--- src/rtl/cpu_bus_arbiter_pkg.sv ---
// Shared definitions for the 6502 / DMA bus arbiter: FSM state encodings and the bus beat
// bundle that the arbiter steers onto the memory bus.
package cpu_bus_arbiter_pkg;

  localparam logic [1:0] ARB_IDLE      = 2'd0;
  localparam logic [1:0] ARB_HALT_PEND = 2'd1;
  localparam logic [1:0] ARB_DMA       = 2'd2;
  localparam logic [1:0] ARB_HANDBACK  = 2'd3;

  typedef struct packed {
    logic [15:0] addr;
    logic        write;
    logic [7:0]  wdata;
  } bus_beat_t;

  function automatic bus_beat_t bus_select(input logic      sel_dma,
                                           input bus_beat_t cpu_b,
                                           input bus_beat_t dma_b);
    bus_beat_t r;
    if (sel_dma) begin
      r = dma_b;
    end else begin
      r = cpu_b;
    end
    return r;
  endfunction

endpackage

--- src/rtl/cpu_bus_arbiter_burst_counter.sv ---
// Loadable saturating counter with terminal flag; counts up (burst length) or down (cooldown).
module arb_burst_counter #(
  parameter int             W    = 4,
  parameter bit             DOWN = 1'b0,
  parameter logic [W-1:0]   TERM = '0
) (
  input  logic         clk,
  input  logic         reset,
  input  logic         load_i,
  input  logic [W-1:0] load_val_i,
  input  logic         en_i,
  output logic         term_o
);

  logic [W-1:0] count_q, count_d;

  // Next count: load wins, otherwise step toward TERM and hold there.
  always_comb begin
    count_d = count_q;
    if (load_i) begin
      count_d = load_val_i;
    end else if (en_i && (count_q != TERM)) begin
      if (DOWN) begin
        count_d = count_q - W'(1);
      end else begin
        count_d = count_q + W'(1);
      end
    end else begin
      count_d = count_q;
    end
  end

  // Count register.
  always_ff @(posedge clk or posedge reset) begin
    if (reset) begin
      count_q <= '0;
    end else begin
      count_q <= count_d;
    end
  end

  assign term_o = (count_q == TERM);

endmodule

--- src/rtl/cpu_bus_arbiter.sv ---
// Shares the memory bus between the 6502 core and one DMA requester. The core is halted via
// 'ready' and the bus is only handed over once the core sits on a read cycle.
module cpu_bus_arbiter
  import cpu_bus_arbiter_pkg::*;
#(
  parameter int MAX_BURST = 64,
  parameter int COOLDOWN  = 4,
  parameter int WR_LIMIT  = 3
) (
  input  logic        clk,
  input  logic        reset,
  input  logic [15:0] cpu_address,
  input  logic        cpu_write,
  input  logic [7:0]  cpu_data_o,
  output logic        cpu_ready,
  input  logic        dma_req,
  output logic        dma_gnt,
  input  logic [15:0] dma_address,
  input  logic        dma_write,
  input  logic [7:0]  dma_data_o,
  output logic [15:0] mem_address,
  output logic        mem_write,
  output logic [7:0]  mem_wdata,
  output logic        dbg_wr_overrun
);

  localparam int BW = (MAX_BURST > 1) ? $clog2(MAX_BURST) : 1;
  localparam int CW = $clog2(COOLDOWN + 1);
  localparam int WW = $clog2(WR_LIMIT + 2);
  localparam logic [BW-1:0] BURST_LAST = BW'(MAX_BURST - 1);
  localparam logic [CW-1:0] COOL_LOAD  = CW'(COOLDOWN);
  localparam logic [WW-1:0] WR_SAT     = WW'(WR_LIMIT + 1);
  localparam logic [WW-1:0] WR_LIM     = WW'(WR_LIMIT);

  logic [1:0]    state_q, state_d;
  logic          ready_q, ready_d;
  logic          gnt_q, gnt_d;
  logic          ovr_q, ovr_d;
  logic [WW-1:0] wr_cnt_q, wr_cnt_d;
  logic          burst_load_s, burst_term_s;
  logic          cool_load_s, cool_zero_s;
  bus_beat_t     cpu_beat_s, dma_beat_s, mem_beat_s;

  arb_burst_counter #(.W(BW), .DOWN(1'b0), .TERM(BURST_LAST)) u_burst (
    .clk(clk), .reset(reset), .load_i(burst_load_s), .load_val_i({BW{1'b0}}),
    .en_i(state_q == ARB_DMA), .term_o(burst_term_s)
  );

  arb_burst_counter #(.W(CW), .DOWN(1'b1), .TERM({CW{1'b0}})) u_cool (
    .clk(clk), .reset(reset), .load_i(cool_load_s), .load_val_i(COOL_LOAD),
    .en_i(state_q == ARB_IDLE), .term_o(cool_zero_s)
  );

  // Arbitration FSM next-state logic.
  always_comb begin
    state_d      = state_q;
    ready_d      = ready_q;
    gnt_d        = gnt_q;
    ovr_d        = ovr_q;
    wr_cnt_d     = wr_cnt_q;
    burst_load_s = 1'b0;
    cool_load_s  = 1'b0;
    case (state_q)
      ARB_IDLE: begin
        ready_d  = 1'b1;
        gnt_d    = 1'b0;
        wr_cnt_d = '0;
        if (dma_req && cool_zero_s) begin
          state_d = ARB_HALT_PEND;
          ready_d = 1'b0;
        end else begin
          state_d = ARB_IDLE;
        end
      end
      ARB_HALT_PEND: begin
        ready_d = 1'b0;
        gnt_d   = 1'b0;
        if (!dma_req) begin
          state_d  = ARB_IDLE;
          ready_d  = 1'b1;
          wr_cnt_d = '0;
        end else if (cpu_write) begin
          // Core ignores ready while writing, so wait it out and watch for runaway pushes.
          wr_cnt_d = (wr_cnt_q == WR_SAT) ? wr_cnt_q : wr_cnt_q + WW'(1);
          if (wr_cnt_q >= WR_LIM) begin
            ovr_d = 1'b1;
          end else begin
            ovr_d = ovr_q;
          end
        end else begin
          state_d      = ARB_DMA;
          gnt_d        = 1'b1;
          burst_load_s = 1'b1;
          wr_cnt_d     = '0;
        end
      end
      ARB_DMA: begin
        ready_d = 1'b0;
        gnt_d   = 1'b1;
        if (burst_term_s) begin
          state_d     = ARB_HANDBACK;
          gnt_d       = 1'b0;
          cool_load_s = 1'b1;
        end else if (!dma_req) begin
          state_d = ARB_HANDBACK;
          gnt_d   = 1'b0;
        end else begin
          state_d = ARB_DMA;
        end
      end
      ARB_HANDBACK: begin
        state_d = ARB_IDLE;
        ready_d = 1'b1;
        gnt_d   = 1'b0;
      end
      default: begin
        state_d = ARB_IDLE;
        ready_d = 1'b1;
        gnt_d   = 1'b0;
      end
    endcase
  end

  // FSM and status registers.
  always_ff @(posedge clk or posedge reset) begin
    if (reset) begin
      state_q  <= ARB_IDLE;
      ready_q  <= 1'b1;
      gnt_q    <= 1'b0;
      ovr_q    <= 1'b0;
      wr_cnt_q <= '0;
    end else begin
      state_q  <= state_d;
      ready_q  <= ready_d;
      gnt_q    <= gnt_d;
      ovr_q    <= ovr_d;
      wr_cnt_q <= wr_cnt_d;
    end
  end

  assign cpu_beat_s = '{addr: cpu_address, write: cpu_write, wdata: cpu_data_o};
  assign dma_beat_s = '{addr: dma_address, write: dma_write, wdata: dma_data_o};
  assign mem_beat_s = bus_select(gnt_q, cpu_beat_s, dma_beat_s);

  assign mem_address    = mem_beat_s.addr;
  assign mem_write      = mem_beat_s.write;
  assign mem_wdata      = mem_beat_s.wdata;
  assign cpu_ready      = ready_q;
  assign dma_gnt        = gnt_q;
  assign dbg_wr_overrun = ovr_q;

endmodule

--- config.mk ---
export PLATFORM = sky130hd
export DESIGN_NAME = cpu_bus_arbiter
export DESIGN_NICKNAME = d
export VERILOG_FILES = /design/src/rtl/cpu_bus_arbiter_pkg.sv /design/src/rtl/cpu_bus_arbiter_burst_counter.sv /design/src/rtl/cpu_bus_arbiter.sv
export SDC_FILE = /design/constraint.sdc
export NUM_CORES = 1
export LEC_CHECK = 0
export BUFFER_PORTS_ARGS = -buffer_cell sky130_fd_sc_hd__buf_2
export CORE_ASPECT_RATIO = 0.8
export CORE_MARGIN = 1
export CORE_UTILIZATION = 25
export CTS_BUF_LIST = sky130_fd_sc_hd__clkbuf_4 sky130_fd_sc_hd__clkbuf_8
export CTS_CLUSTER_DIAMETER = 40
export DETAILED_ROUTE_END_ITERATION = 10
export PLACE_DENSITY = 0.56
export SYNTH_ARGS = -nofsm -noshare
export SYNTH_HDL_FRONTEND = slang
export SYNTH_HIERARCHICAL = 1
export SYNTH_SLANG_ARGS = --single-unit
--- constraint.sdc ---
create_clock -name clk -period 1.9 [get_ports clk]
set_clock_uncertainty 0.1 [all_clocks]
set_input_delay 0.38 -clock clk [delete_from_list [all_inputs] [get_ports clk]]
set_output_delay 0.38 -clock clk [all_outputs]
set_load 0.02 [all_outputs]
==> metrics.md <==
| Metric | Value |
|---|---|
| Tmin final | `1.81 ns` |
| Compound-Gate Fraction of Synth Area | `0.144` |
| Place WS | `0.105 ns` |
| Worst-Skew Late Latency | `0.25 ns` |
| Multi-input logic area | `848 um2` |
| Fin. max-slew vios | `0` |
| Wire length per cell | `11.8 um` |
| Most common cell after layout, fill and taps aside | `buf_2` |
| Status | `completed` |
| Worst VDD drop | `494 uV` |
| TritonCTS Sinks | `17` |
| Final net count | `287` |
| Post-synthesis register bit count | `17` |
| Total global-route track usage | `0.125` |
| Power density cells | `around 1100 nW/um2` |
| Kind of critical path | `reg2out` |
| Global placement routability congestion | `0.727` |
| Pleak | `~0.98 nW` |
| Crit path cell chain | `buf_12 -> mux2_2 -> buf_2` |
| Initial Utilization | `0.261` |
| Most frequent cells in the layout | `80 x buf_2, 25 x mux2_2, 16 x dfrtp_1` |
| CTS clk-pin slew, worst paths | `~0.070 ns` |
| IO buf count | `80` |
| First-pass GRT wire length | `5530 um` |
| Post-synthesis adder-cell area fraction | `0.0571` |
| Post-synthesis xor/xnor area fraction | `0` |
| Post-DP HPWL | `around 2800 um` |
| CTS Buf Count | `3` |
| DRT Wirelength | `about 3400 um` |
| Mapped Cells | `between 100 and 150` |
| Worst setup SP type | `flop` |
| Share of layout cells above drive strength 1 | `0.533` |
| HP Class | `in2reg` |
| Diode count | `0` |
| H-tree depth | `1` |
| Max-cap violations | `0` |
| Die Y-Extent | `~67 um` |
| Post-synthesis mux area share | `0.222` |
| TritonRoute pass-1 iters | `6` |
| Antenna violations before repair | `0` |
| Via count | `1285` |
| Largest family of logic cells by synthesized area | `multiplexers` |
| Max Fclk | `0.553 GHz` |
| RSZ-0062 raised after global routing | `no` |
| Vias in the first global route | `1220` |
| Main synth FF type | `dfrtp_1` |
| Crit-path max cell delay | `0.37 ns` |
| Simple-Gate Fraction of Synth Area | `0.195` |
| CTS tree | `built` |
| Yosys cell types | `between 40 and 50` |
| Mapped Area | `1320 um2` |
| Fin. Hold Viols | `0` |
| P&R area growth vs syn | `45.4%` |
| Total die area | `5560 um2` |
| Period Utilization, post-route | `0.952` |
| DRC | `0` |
| Core box area | `5040 um2` |
| CTS max path bufs | `2` |
| Total grt overflow | `0` |
| Critical Path RT | `about 1.4 ns` |
| Avg Cell Area, Syn | `9.89 um2` |
| Largest net degree at the start of global routing | `27` |
| Initial drt markers | `34` |
| Clock root buffer | `clkbuf_8` |
| Fillers | `516` |
| Min setup slack post-route | `roughly 0.092 ns` |
| Asr flop ratio synth | `1.00` |
| Register area | `~430 um2` |
| Seq/Total Area, Yosys | `0.324` |
| # setup viols final | `0` |
| Die width | `83.1 um` |
| Largest fanout on the critical path | `26` |
| Crit-path slowest cell | `dfrtp_1` |
| # IOs | `a little over 80` |
| Final antenna-violating net count | `0` |
| Rows | `23` |
| Setup TNS Final | `0 ns` |
| Vias per cell | `roughly 4.4` |
| Synth warn | `6` |
| EDFF count, synth | `0` |
| Crit. End Element | `output port` |
| Arrival @ worst endpoint | `between 1 and 1.5 ns` |
[worst max-delay path, delay by kind of cell, from the launching register on]
kind	cells	cell delay (ns)
flip-flops	1	0.37
multiplexers	1	0.35
buffers and inverters	2	0.34
[worst paths after layout]
kind | depth (start not counted) | endpoint | slack [ns] | start
max | 3 | mem_wdata[6] | 0.09 | dma_gnt
min | 3 | dma_gnt | 0.37 | dma_req
max reg2reg | 6 | u_cool/count_q[2] | 0.16 | u_burst/count_q[0]
min reg2reg | 1 | dbg_wr_overrun | 0.39 | dbg_wr_overrun
max in group asynchronous | 3 | cpu_ready | 0.88 | reset
min in group asynchronous | 3 | u_cool/count_q[0] | 0.45 | reset
[report_power, final]
group	internal [mW]	switching, mW	leakage, nW
clock	0.146	0.126	0.0255
sequential	0.503	0.139	0.213
combinational	0.601	0.624	0.745
total	1.25	0.889	0.984
[registers in the layout (all words and copies together) (netlist names), named ones only]
signal	count
u_cool/count_q	3
u_burst/count_q	6
wr_cnt_q	3
state_q	1
cpu_ready	1
dma_gnt	1
dbg_wr_overrun	1
[kinds of logic after synthesis]
logic type | after synthesis
buffers and inverters | 16
multiplexers | 26
adder cells (fa/ha/maj) | 6
AND/OR/NAND/NOR | 40
other | 2
AO/OA/AOI/OAI | 26
flip-flops | 17
[synth_stat cells, drive strengths merged, types with 3 or more instances]
cell type	n	area share
dfrtp	16	0.30
a21oi	4	0.015
nor2	4	0.011
o31ai	3	0.017
ha	6	0.057
nand3	4	0.025
mux2	25	0.21
o21ai	3	0.011
nand2b	5	0.024
inv	12	0.034
or4b	4	0.030
nand2	11	0.031
buf	3	0.015
[timing repair]
action,CTS,global route
hold buffers,1,0
setup buffers,0,1
gates resized for setup,0,2
setup endpoints to repair,0,2
endpoints found under the hold margin,16,0
[per-stage QoR]
step	cells	util	cell area (um2)	hold WS [ns]	power [mW]
6_report	289	0.380	1910	0.366	2.14
5_1_grt	289	0.380	1910	0.394	2.33
4_1_cts	288	0.378	1900	0.356	2.15
3_5_place_dp	283	0.366	1850	0.179	1.87
3_3_place_gp	283	0.366	1850	0.177	1.85
2_1_floorplan	140	-	1340	0.0336	1.49
[per-layer routing]
layer / part of all wire / GRT usage / vias to the layer above
met2: 0.50 / 0.233 / 52
li1: - / - / 666
met1: 0.44 / 0.148 / 565
met3: 0.066 / 0.0359 / 2
met4: 0.0021 / 0.0129 / 0
met5: 0 / 0 / -
[final cells by class]
type	count	area share
repair buffers	87	0.245
flip-flops and latches	17	0.223
well taps	62	0.0406
inverters	12	0.0236
clock buffers	3	0.0216
clock inverters	1	0.00262
multi-input cells	107	0.444
Power figures use the tool's default switching activity.
